## src/rtl/pc_gen_pkg.sv

```systemverilog
// Shared types and the next-pc source selection for the fetch-stage pc generator.
package pc_gen_pkg;

  localparam logic [31:0] ZERO_WORD    = 32'h0000_0000;
  localparam logic [31:0] EXC_VECTOR   = 32'h0000_0020;
  localparam logic [31:0] BOOT_VECTOR  = 32'hBFC0_0000;

  typedef enum logic [2:0] {
    SEL_RESET,
    SEL_FLUSH,
    SEL_HOLD,
    SEL_BRANCH,
    SEL_PEND,
    SEL_SEQ
  } pc_sel_e;

  // A live branch beats a buffered one: the buffered target is older.
  function automatic pc_sel_e pc_select(input logic ce, input logic flush,
                                        input logic stall, input logic pend,
                                        input logic branch);
    if (!ce)         return SEL_RESET;
    else if (flush)  return SEL_FLUSH;
    else if (stall)  return SEL_HOLD;
    else if (branch) return SEL_BRANCH;
    else if (pend)   return SEL_PEND;
    else             return SEL_SEQ;
  endfunction

endpackage

```

## src/rtl/pc_redirect_buf.sv

```systemverilog
// Holds a taken-branch target that arrived while fetch was stalled until the stall lifts.
module pc_redirect_buf #(
  parameter int ADDR_W = 32
) (
  input  logic              clk,
  input  logic              rst,
  input  logic              ce,
  input  logic              stall,
  input  logic              flush,
  input  logic              branch_flag,
  input  logic [ADDR_W-1:0] branch_target,
  output logic              redirect_pend,
  output logic [ADDR_W-1:0] pend_target
);

  always_ff @(posedge clk) begin
    if (rst) begin
      redirect_pend <= 1'b0;
      pend_target   <= '0;
    end else if (ce) begin
      if (flush) begin
        redirect_pend <= 1'b0;
      end else if (stall) begin
        if (branch_flag) begin
          redirect_pend <= 1'b1;
          pend_target   <= branch_target;
        end
      end else begin
        redirect_pend <= 1'b0;
      end
    end
  end

endmodule

```

## src/rtl/pc_gen.sv

```systemverilog
// Fetch-stage program counter with stall, branch redirect, buffered redirect and flush.
// Optional PC_ALIGN_CHK_EN adds a registered pc_misalign flag for AdEL reporting.
module pc_gen
  import pc_gen_pkg::*;
#(
  parameter int          ADDR_W   = 32,
  parameter logic [31:0] RESET_PC = 32'h0000_0000,
  parameter int          PC_INC   = 4
) (
  input  logic              clk,
  input  logic              rst,
  input  logic              stall,
  input  logic              flush,
  input  logic [ADDR_W-1:0] new_pc,
  input  logic              branch_flag,
  input  logic [ADDR_W-1:0] branch_target,
  output logic [ADDR_W-1:0] pc,
  output logic              ce,
  output logic              redirect_pend
`ifdef PC_ALIGN_CHK_EN
  ,
  output logic              pc_misalign
`endif
);

  localparam logic [ADDR_W-1:0] RST_PC = ADDR_W'(RESET_PC);
  localparam logic [ADDR_W-1:0] INC    = ADDR_W'(PC_INC);

  pc_sel_e           sel;
  logic [ADDR_W-1:0] pc_nxt;
  logic [ADDR_W-1:0] pend_target;

  pc_redirect_buf #(.ADDR_W(ADDR_W)) u_redirect_buf (
    .clk           (clk),
    .rst           (rst),
    .ce            (ce),
    .stall         (stall),
    .flush         (flush),
    .branch_flag   (branch_flag),
    .branch_target (branch_target),
    .redirect_pend (redirect_pend),
    .pend_target   (pend_target)
  );

  always_comb begin
    sel    = pc_select(ce, flush, stall, redirect_pend, branch_flag);
    pc_nxt = pc;
    case (sel)
      SEL_RESET:  pc_nxt = RST_PC;
      SEL_FLUSH:  pc_nxt = new_pc;
      SEL_HOLD:   pc_nxt = pc;
      SEL_BRANCH: pc_nxt = branch_target;
      SEL_PEND:   pc_nxt = pend_target;
      SEL_SEQ:    pc_nxt = pc + INC;
      default:    pc_nxt = pc;
    endcase
  end

  always_ff @(posedge clk) begin
    if (rst) begin
      ce <= 1'b0;
      pc <= RST_PC;
    end else begin
      ce <= 1'b1;
      pc <= pc_nxt;
    end
  end

`ifdef PC_ALIGN_CHK_EN
  logic redirect_load;
  assign redirect_load = (sel == SEL_FLUSH) || (sel == SEL_BRANCH) || (sel == SEL_PEND);

  // Only redirected loads can introduce or remove misalignment; the flag rides with pc.
  always_ff @(posedge clk) begin
    if (rst)                pc_misalign <= 1'b0;
    else if (redirect_load) pc_misalign <= |pc_nxt[1:0];
  end
`endif

endmodule

```

## config.mk

```make
export PLATFORM = sky130hd
export DESIGN_NAME = pc_gen
export DESIGN_NICKNAME = d
export VERILOG_FILES = /design/src/rtl/pc_gen_pkg.sv /design/src/rtl/pc_redirect_buf.sv /design/src/rtl/pc_gen.sv
export SDC_FILE = /design/constraint.sdc
export NUM_CORES = 1
export LEC_CHECK = 0
export ABC_CLOCK_PERIOD_IN_PS = 3700
export CAP_MARGIN = 10
export CORE_MARGIN = 2
export CORE_UTILIZATION = 50
export CTS_BUF_LIST = sky130_fd_sc_hd__clkbuf_4
export DETAILED_ROUTE_END_ITERATION = 16
export GPL_ROUTABILITY_DRIVEN = 0
export GPL_TIMING_DRIVEN = 0
export PLACE_DENSITY = 0.89
export SLEW_MARGIN = 10
export SYNTH_ARGS = -nofsm -noshare
export SYNTH_HDL_FRONTEND = slang
export SYNTH_SLANG_ARGS = --single-unit
```

## constraint.sdc

```tcl
create_clock -name clk -period 3.7 [get_ports clk]
set_input_delay 0.74 -clock clk [delete_from_list [all_inputs] [get_ports clk]]
set_output_delay 0.74 -clock clk [all_outputs]
set_load 0.02 [all_outputs]
```

==> results of run 1 <==
where the power goes:
group          internal [W]  switching [W]
clock network      0.000123       0.000254
logic              0.000139       0.000130
registers          0.000733      0.0000287
metrics by stage:
stage	total power (W)	std cells	hold slack, ns
6_report	0.00141	683	0.466
5_1_grt	0.00145	683	0.483
4_1_cts	0.00140	683	0.464
3_5_place_dp	0.00104	669	0.449
3_3_place_gp	0.00103	669	0.441
2_1_floorplan	0.000894	470	0.436
per-layer routing:
layer | vias to the layer above | share of wire, % | GRT usage, %
li1 | 1899 | - | -
met1 | 1833 | 40 | 37.7
met2 | 247 | 48 | 51.3
met3 | 45 | 8.0 | 3.88
met4 | 0 | 3.4 | 14.9
met5 | - | 0 | 0
registers in the layout, summed over array words and instances (netlist names):
signal	count
pc	32
u_redirect_buf.redirect_pend	1
ce	1
u_redirect_buf.pend_target	32
cell type report:
class	instances	share of cell area (%)
repair buffers	100	20.7
well taps	99	2.56
clock inverters	5	0.491
multi-input cells	361	43.6
clock buffers	9	1.40
flip-flops and latches	66	27.3
plain buffers	39	3.70
inverters	4	0.310
worst register-to-register path: cells and delay by family (launching register included):
kind                     cells  cell delay, ns
AO/OA/AOI/OAI                1            0.10
adder cells (fa/ha/maj)      1            0.22
XOR/XNOR                     1            0.17
buffers and inverters        1            0.16
AND/OR/NAND/NOR              3            0.69
flip-flops                   1            0.44
kinds of logic after synthesis:
logic type	synth area share, %
AND/OR/NAND/NOR	25.4
AO/OA/AOI/OAI	25.7
flip-flops	36.5
buffers and inverters	5.35
XOR/XNOR	6.77
adder cells (fa/ha/maj)	0.345
worst max path at each step:
| stage | startpoint | endpoint | slack, ns | cells past startpoint |
|---|---|---|---|---|
| floorplan | flush | pc[24] | 1.81 | 7 |
| global placement | branch_flag | pc[23] | 1.19 | 6 |
| detailed placement | branch_flag | pc[27] | 1.15 | 6 |
| CTS | pc[20] | pc[20] | 1.38 | 1 |
| global route | pc[20] | pc[20] | 1.31 | 1 |
| finish | pc[20] | pc[20] | 1.36 | 1 |
synthesized netlist by cell type (all sizes together), types with 6 or more instances:
library cell,count
nand2,132
dfxtp,66
a21oi,54
o21ai,27
buf,22
a22o,21
o22ai,21
xnor2,20
clkbuf,17
nand3,9
nor3,8
xor2,8
a221oi,7
and4,6
nand4,6
==> impl_metrics.tcl, run 1 <==
set metrics [dict create \
    layout-drive-gt1-share_pct 7.71 \
    critPathRequiredTime_ns 2.96 \
    hold_path_end "u_redirect_buf.pend_target[23]" \
    status "complete, no violations" \
    netlist_top_cells_area "sky130_fd_sc_hd__dfxtp_1 36%, sky130_fd_sc_hd__nand2_1 13%, sky130_fd_sc_hd__a21oi_1 7.5%" \
    core_footprint_mm2 0.00714 \
    area.sequential_mm2 0.00132 \
    rr_startpoint "pc[2]" \
    crit_end_element "primary output" \
    yosysTopAreaCell "sky130_fd_sc_hd__dfxtp_1" \
    post_cts.repair.setup_buffers 0 \
    critical_path_peak_fanout 6 \
    route.detailed.drc 0 \
    commonest_non_fill_non_tap_cell_in_the_layout "sky130_fd_sc_hd__nand2_1" \
    synth_warnings 0 \
    syn-num-nets 540 \
    finalNetCount 651 \
    worst_path_dominant_cell_family "buffers and inverters" \
    post-route-period-util_pct 63.2 \
    fillerInstances 620 \
    path_cells "clkdlybuf4s50_1" \
    antenna-diode-count 0 \
    final_core_util_pct 67.8 \
    final-setup-viol-count 0 \
    r2r_setup_slack_ns 1.80 \
    worstHoldStart "u_redirect_buf.pend_target[23]" \
    hold_path.class "register to register" \
    post_cts_hold_buffer_count 0 \
    place.detailed.hpwl_um 8640 \
    yosysUniqueCellTypes 40 \
    timing.max_slew.rel_slack_pct 59.6 \
    async_flop_share_pct 0 \
    critical_path.startpoint_type "register" \
    grt_max_degree 11 \
    cts-root-buf "sky130_fd_sc_hd__clkbuf_4" \
    cell_depth_of_the_worst_hold_path 2 \
    place.port_buffers 100 \
    grt_setup_unrepaired "no" \
    setup_total_negative_slack_ns 0 \
    first_global_vias 3964 \
    finalClockSkew_ns 0.0152 \
    core.rowCount 31 \
    minimum_clock_period_after_layout_ns 2.34 \
    overflow_left_after_global_routing 0 \
    clock_path_buffers 2 \
    power_density_mw_per_mm2 291 \
    timing.final.hold_violations 0 \
    area.growth.synth_to_final_pct 33.6 \
    cts_inserted_buffers 9 \
    drv_cap 0 \
    multi_input_combinational_cell_area_mm2 0.00211 \
    synthesis.area_mm2 0.00362 \
    critPathMaxStageDelay_ns 0.67 \
    total_non_filler_cell_area_in_the_finished_layout_mm2 0.00484 \
    die-width_um 89.1 \
    crit_type "register to primary output" \
    die_area_mm2 0.00795 \
    top_level_ports 103 \
    layout_common_cells "130 x sky130_fd_sc_hd__nand2_1, 100 x sky130_fd_sc_hd__clkdlybuf4s50_1, 66 x sky130_fd_sc_hd__dfxtp_1" \
    tritoncts "done" \
    preCtsSetupSlack_ns 1.15 \
    postSynthRegisterBits 66 \
    synth_edf_count 0 \
    overall_routed_net_length_um 11700 \
    antenna_violating_nets_post_route 0 \
    detail_route.first_pass.iterations 6 \
    synth_seq_area_share_pct 36.5 \
    clock_insertion_delay_worst_skew_ns 0.42 \
    fin_ws_ns 1.36 \
    ys.flop_type "sky130_fd_sc_hd__dfxtp_1" \
    worstReg2RegEnd "pc[24]" \
    max_freq_mhz 428 \
    clock_sink_count 66 \
    place_area_mm2 0.00475 \
    drtIter0Drc 440 \
    groute.usage.overall_pct 30.2 \
    worst_ep_arrival_time_ns 1.60 \
    irDropWorstVdd_mv 0.155 \
    detail_route.vias_per_cell 5.89 \
    buffers_inverters_on_critical_path 1 \
    p_leak_nw 1.64 \
    post_cts_resize_count 0 \
    initial_utilization_pct 50.8 \
    drv_slew 0 \
    grt_first_pass_wirelength_um 18600 \
    fp.dieH_um 89.1 \
    synth.avg_cell_area_um2 7.71 \
    htreeDepth 3 \
    worst_slew_pin_slew_ns 0.605 \
    route.vias.total 4024 \
    routed_wire_length_per_instance_um 17.1 \
    netlist_instances 470 \
    worst_path_max_delay_cell "sky130_fd_sc_hd__clkdlybuf4s50_1" \
    antenna_violations_before_repair 0 \
    r2r.worst_path.cells 7 \
    synthDominantCellAreaShare_pct 36.5 \
    cts.reportedPaths.clkPinSlew_ns 0.11 \
]
No activity file was read; power rests on OpenSTA's default activity.
==> inputs of run 2 (changes only) <==
--- a/config.mk
+++ b/config.mk
@@ -5,15 +5,15 @@
 export SDC_FILE = /design/constraint.sdc
 export NUM_CORES = 1
 export LEC_CHECK = 0
-export ABC_CLOCK_PERIOD_IN_PS = 3700
+export ABC_CLOCK_PERIOD_IN_PS = 2100
 export CAP_MARGIN = 10
 export CORE_MARGIN = 2
-export CORE_UTILIZATION = 50
+export CORE_UTILIZATION = 45
 export CTS_BUF_LIST = sky130_fd_sc_hd__clkbuf_4
 export DETAILED_ROUTE_END_ITERATION = 16
 export GPL_ROUTABILITY_DRIVEN = 0
 export GPL_TIMING_DRIVEN = 0
-export PLACE_DENSITY = 0.89
+export PLACE_DENSITY = 0.85
 export SLEW_MARGIN = 10
 export SYNTH_ARGS = -nofsm -noshare
 export SYNTH_HDL_FRONTEND = slang
==> constraint.sdc (replaced) <==
create_clock -name clk -period 2.1 [get_ports clk]
set_input_delay 0.42 -clock clk [delete_from_list [all_inputs] [get_ports clk]]
set_output_delay 0.42 -clock clk [all_outputs]
set_load 0.02 [all_outputs]
==> impl_metrics.tcl, run 2 (same netlist as run 1, synthesis figures left out) <==
set metrics [dict create \
    clock_sink_count 66 \
    critical_path.startpoint_type "register" \
    post_cts_hold_buffer_count 0 \
    buffers_inverters_on_critical_path 1 \
    cp-endpoint "pc[20]" \
    fp.dieH_um 93.8 \
    grt_first_pass_wirelength_um 19300 \
    irDropWorstVdd_mv 0.313 \
    drv_cap 0 \
    clock_insertion_delay_worst_skew_ns 0.44 \
    timing.final.hold_violations 0 \
    crit_end_element "primary output" \
    hold_path.class "primary input to register" \
    dp.cells 672 \
    p_switching_w 0.000767 \
    startpoint "pc[20]" \
    power.switching_fraction_pct 27.5 \
    detail_route.first_pass.iterations 6 \
    initial_utilization_pct 46.7 \
    finalNetCount 651 \
    route.detailed.drc 0 \
    drv_slew 0 \
    max_freq_mhz 495 \
    core_footprint_mm2 0.00777 \
    worst-path-stages 1 \
    top_usage_layer "met2" \
    power.sequential.fraction_pct 48.1 \
    clock_power_share_pct 34.9 \
    place.port_buffers 100 \
    area.growth.synth_to_final_pct 35.5 \
    detail_route.vias_per_cell 5.93 \
    die-width_um 93.8 \
    cts_inserted_buffers 9 \
    globalRouteMet3Util_pct 6.02 \
    layout-drive-gt1-share_pct 8.19 \
    final-setup-viol-count 0 \
    route.vias.total 4077 \
    antenna-diode-count 0 \
    path_cells "clkdlybuf4s50_1" \
    worst_ep_arrival_time_ns 1.60 \
    first_global_vias 4080 \
    finalClockSkew_ns 0.0135 \
    status "complete, no violations" \
    overall_routed_net_length_um 12000 \
    grt_util_met2_pct 45.2 \
    power.internal_w 0.00202 \
    p_leak_nw 1.67 \
    timing.max_slew.rel_slack_pct 58.9 \
    commonest_non_fill_non_tap_cell_in_the_layout "sky130_fd_sc_hd__nand2_1" \
    critPathRequiredTime_ns 1.68 \
    grt_max_degree 12 \
    power_density_mw_per_mm2 569 \
    post_cts_resize_count 0 \
    worst_path_dominant_cell_family "buffers and inverters" \
    die_area_mm2 0.00879 \
    tritoncts "done" \
    reg.largest.list "pc (32), u_redirect_buf.pend_target (32)" \
    worstReg2RegEnd "pc[24]" \
    htreeDepth 3 \
    antenna_violating_nets_post_route 0 \
    overflow_left_after_global_routing 0 \
    power.total_w 0.00279 \
    cts-root-buf "sky130_fd_sc_hd__clkbuf_4" \
    antenna_violations_before_repair 0 \
    r2r_setup_slack_ns 0.18 \
    core.rowCount 32 \
    rr_startpoint "pc[2]" \
    minimum_clock_period_after_layout_ns 2.02 \
    fillerInstances 671 \
    critPathMaxStageDelay_ns 0.66 \
    post-route-period-util_pct 96.2 \
    clock_path_buffers 2 \
    grt_setup_unrepaired "no" \
    place.detailed.hpwl_um 8610 \
    groute.usage.overall_pct 27.9 \
    top_level_ports 103 \
    worst_path_max_delay_cell "sky130_fd_sc_hd__clkdlybuf4s50_1" \
    cts.reportedPaths.clkPinSlew_ns 0.11 \
    combinationalPowerShare_pct 17.0 \
    worst_slew_pin_slew_ns 0.616 \
    critical_path_peak_fanout 6 \
    layout_common_cells "130 x sky130_fd_sc_hd__nand2_1, 100 x sky130_fd_sc_hd__clkdlybuf4s50_1, 66 x sky130_fd_sc_hd__dfxtp_1" \
    crit_type "register to primary output" \
    grt_use_met1_pct 35.4 \
    finalNonFillerCells 688 \
    r2r.worst_path.cells 7 \
    drtIter0Drc 289 \
    routed_wire_length_per_instance_um 17.4 \
    post_cts.repair.setup_buffers 0 \
]
==> run 2: cell types whose count changed in the layout (fill, tap and decap cells not counted) <==
cell and delta:
sky130_fd_sc_hd__clkinv_1 -1, sky130_fd_sc_hd__clkinvlp_4 -1, sky130_fd_sc_hd__bufinv_16 +2, sky130_fd_sc_hd__clkinv_4 +1, sky130_fd_sc_hd__clkbuf_4 +1
==> run 2: worst min path at each step <==
stage | endpoint | cells past startpoint | from | slack (ns)
3_5_place_dp | u_redirect_buf.pend_target[30] | 2 | u_redirect_buf.pend_target[30] | 0.45
3_3_place_gp | u_redirect_buf.pend_target[1] | 2 | u_redirect_buf.pend_target[1] | 0.44
5_1_grt | pc[30] | 4 | stall | 0.47
4_1_cts | pc[30] | 4 | stall | 0.45
6_report | pc[30] | 4 | stall | 0.46
2_1_floorplan | u_redirect_buf.pend_target[0] | 2 | u_redirect_buf.pend_target[0] | 0.44
==> run 2: worst min-delay path, delay by kind of cell <==
kind / cells / cell delay, ns
AND/OR/NAND/NOR: 2 / 0.19
buffers and inverters: 1 / 0.17
AO/OA/AOI/OAI: 1 / 0.08
==> run 2: layout make-up <==
| class | count | area (µm²) | area share [%] |
|---|---|---|---|
| Clock buffer | 10 | 75.1 | 1.53 |
| Multi-Input combinational cell | 361 | 2110 | 43.0 |
| Buffer | 39 | 179 | 3.64 |
| Timing Repair Buffer | 100 | 1000 | 20.4 |
| Inverter | 4 | 15.0 | 0.306 |
| Tap cell | 102 | 128 | 2.60 |
| Clock inverter | 6 | 81.3 | 1.66 |
| Sequential cell | 66 | 1320 | 26.9 |
==> run 2: power groups by stage <==
stage	logic (W)	registers, W	clock network, W
after global routing	0.000512	0.00135	0.00103
after floorplan	0.000187	0.00139	0
after CTS	0.000470	0.00134	0.000968
final	0.000476	0.00134	0.000974
after global placement	0.000457	0.00137	0
after detailed placement	0.000467	0.00137	0
==> run 2: metrics by stage <==
step	setup TNS, ns	utilization [%]	worst slack (ns)	hold slack, ns	cell area (µm²)
floorplan	0	-	0.293	0.436	3620
global placement	-1.24	61.2	-0.0906	0.441	4750
detailed placement	-2.39	61.2	-0.150	0.450	4750
CTS	0	63.2	0.0800	0.454	4910
global route	0	63.2	0.0291	0.474	4910
finish	0	63.2	0.0794	0.458	4910
==> run 2: layer usage <==
| layer | up-vias | wire [µm] |
|---|---|---|
| met5 | - | 0 |
| met4 | 0 | 200 |
| met3 | 16 | 1050 |
| met2 | 230 | 5830 |
| met1 | 1931 | 4880 |
| li1 | 1900 | - |
==> inputs of run 3 (changes only) <==
--- a/config.mk
+++ b/config.mk
@@ -8,12 +8,13 @@
 export ABC_CLOCK_PERIOD_IN_PS = 2100
 export CAP_MARGIN = 10
 export CORE_MARGIN = 2
-export CORE_UTILIZATION = 45
+export CORE_UTILIZATION = 35
 export CTS_BUF_LIST = sky130_fd_sc_hd__clkbuf_4
 export DETAILED_ROUTE_END_ITERATION = 16
 export GPL_ROUTABILITY_DRIVEN = 0
 export GPL_TIMING_DRIVEN = 0
-export PLACE_DENSITY = 0.85
+export PLACE_DENSITY = 0.7
+export SETUP_SLACK_MARGIN = 0.2
 export SLEW_MARGIN = 10
 export SYNTH_ARGS = -nofsm -noshare
 export SYNTH_HDL_FRONTEND = slang
==> impl_metrics.tcl, run 3 (same netlist as run 1, synthesis figures left out) <==
set metrics [dict create \
    place.detailed.hpwl_um 8900 \
    clock_sink_count 66 \
    critPathMaxStageDelay_ns 0.63 \
    cts_inserted_buffers 9 \
    grt_first_pass_wirelength_um 19200 \
    crit_end_element "primary output" \
    initial_utilization_pct 35.6 \
    drtIter0Drc 285 \
    grt_use_met1_pct 28.1 \
    first_global_vias 3909 \
    cts-root-buf "sky130_fd_sc_hd__clkbuf_4" \
    final-setup-viol-count 0 \
    antenna_violations_before_repair 0 \
    minimum_clock_period_after_layout_ns 1.85 \
    layout_common_cells "130 x sky130_fd_sc_hd__nand2_1, 69 x sky130_fd_sc_hd__clkdlybuf4s50_1, 62 x sky130_fd_sc_hd__dfxtp_1" \
    core_footprint_mm2 0.0102 \
    hold_path.class "register to register" \
    core.rowCount 37 \
    max_freq_mhz 540 \
    routed_wire_length_per_instance_um 16.4 \
    irDropWorstVdd_mv 0.217 \
    worst_ep_arrival_time_ns 1.43 \
    overall_routed_net_length_um 11800 \
    clock_power_share_pct 30.8 \
    antenna-diode-count 0 \
    worst_hold_check_slack_ns 0.462 \
    detail_route.vias_per_cell 5.39 \
    timing.final.hold_violations 0 \
    path_cells "clkdlybuf4s50_1" \
    power.sequential.fraction_pct 51.5 \
    top_usage_layer "met2" \
    critical_path_peak_fanout 3 \
    combinationalPowerShare_pct 17.7 \
    status "complete, no violations" \
    power.internal_w 0.00190 \
    fillerInstances 1010 \
    clock_path_buffers 2 \
    critPathRequiredTime_ns 1.68 \
    fp.dieH_um 106 \
    antenna_violating_nets_post_route 0 \
    drv_slew 0 \
    grt_setup_unrepaired "yes" \
    place.port_buffers 100 \
    power.switching_fraction_pct 27.0 \
    power.total_w 0.00260 \
    grt_util_met2_pct 35.7 \
    htreeDepth 3 \
    crit_type "register to primary output" \
    grt_max_degree 11 \
    die-width_um 106 \
    layout-drive-gt1-share_pct 9.22 \
    route.detailed.drc 0 \
    cts.reportedPaths.clkPinSlew_ns 0.09 \
    overflow_left_after_global_routing 0 \
    top_level_ports 103 \
    drv_cap 0 \
    tritoncts "done" \
    groute.usage.overall_pct 21.5 \
    worst_path_max_delay_cell "sky130_fd_sc_hd__clkdlybuf4s50_1" \
    die_area_mm2 0.0112 \
    post_cts_hold_buffer_count 0 \
    p_leak_nw 1.88 \
    reg.largest.list "pc (32), u_redirect_buf.pend_target (32)" \
    power_density_mw_per_mm2 528 \
    detail_route.first_pass.iterations 5 \
    post-route-period-util_pct 88.2 \
    clock_insertion_delay_worst_skew_ns 0.40 \
    p_switching_w 0.000704 \
    critical_path.startpoint_type "register" \
    worst_path_dominant_cell_family "buffers and inverters" \
    setup_total_negative_slack_ns 0 \
    finalNetCount 652 \
    area.growth.synth_to_final_pct 36.0 \
    globalRouteMet3Util_pct 3.83 \
    finalClockSkew_ns 0.0155 \
    commonest_non_fill_non_tap_cell_in_the_layout "sky130_fd_sc_hd__nand2_1" \
    route.vias.total 3889 \
    worst_slew_pin_slew_ns 0.596 \
    timing.max_slew.rel_slack_pct 60.3 \
    buffers_inverters_on_critical_path 1 \
]
[run 3: timing repair]
item,in CTS,in global routing
gates resized for setup,27,11
setup endpoints to repair,27,53
pin swaps,0,0
setup buffers,0,1
hold endpoints to repair,0,0
gates cloned,0,0
[run 3: through the flow]
stage | cell area, µm² | utilization (%) | setup WS, ns | instances
3_3_place_gp | 4800 | 47.1 | -0.102 | 706
5_1_grt | 4930 | 48.4 | 0.159 | 722
3_5_place_dp | 4800 | 47.1 | -0.174 | 706
6_report | 4930 | 48.4 | 0.247 | 722
2_1_floorplan | 3620 | - | 0.293 | 470
4_1_cts | 4890 | 48.0 | 0.204 | 721
[run 3: final timing paths]
kind	startpoint	endpoint	slack [ns]	depth (start not counted)
setup / recovery	pc[31]	pc[31]	0.25	1
hold / removal	u_redirect_buf.pend_target[11]	u_redirect_buf.pend_target[11]	0.46	2
setup reg to reg	ce	pc[30]	0.28	6
hold reg to reg	u_redirect_buf.pend_target[11]	u_redirect_buf.pend_target[11]	0.46	2
[run 3: metal layers]
metal  vias up  share of wire [%]  routed length (µm)
met5         -                  0                   0
met4         0               0.98                 116
met3        11                6.5                 774
met2       136                 48                5700
met1      1843                 44                5240
li1       1899                  -                   -
[run 3: layout make-up]
| cell class | instances | area (µm²) | area share, % |
|---|---|---|---|
| multi-input cells | 361 | 2120 | 43.0 |
| flip-flops and latches | 66 | 1330 | 26.9 |
| repair buffers | 101 | 992 | 20.1 |
| plain buffers | 39 | 181 | 3.68 |
| well taps | 136 | 170 | 3.45 |
| clock buffers | 11 | 82.6 | 1.68 |
| clock inverters | 4 | 43.8 | 0.888 |
| inverters | 4 | 15.0 | 0.305 |
[run 3: tightest hold or removal path: stages (launching register included)]
cell and delay [ns]:
sky130_fd_sc_hd__dfxtp_1 0.32, sky130_fd_sc_hd__nand2_1 0.05, sky130_fd_sc_hd__a21oi_1 0.05
[run 3: power by group through the flow]
stage                     sequential [W]  combinational, W  clock [W]
after CTS                        0.00134          0.000458   0.000820
after floorplan                  0.00139          0.000187          0
final                            0.00134          0.000461   0.000803
after global placement           0.00137          0.000463          0
after detailed placement         0.00137          0.000469          0
after global routing             0.00135          0.000501   0.000870
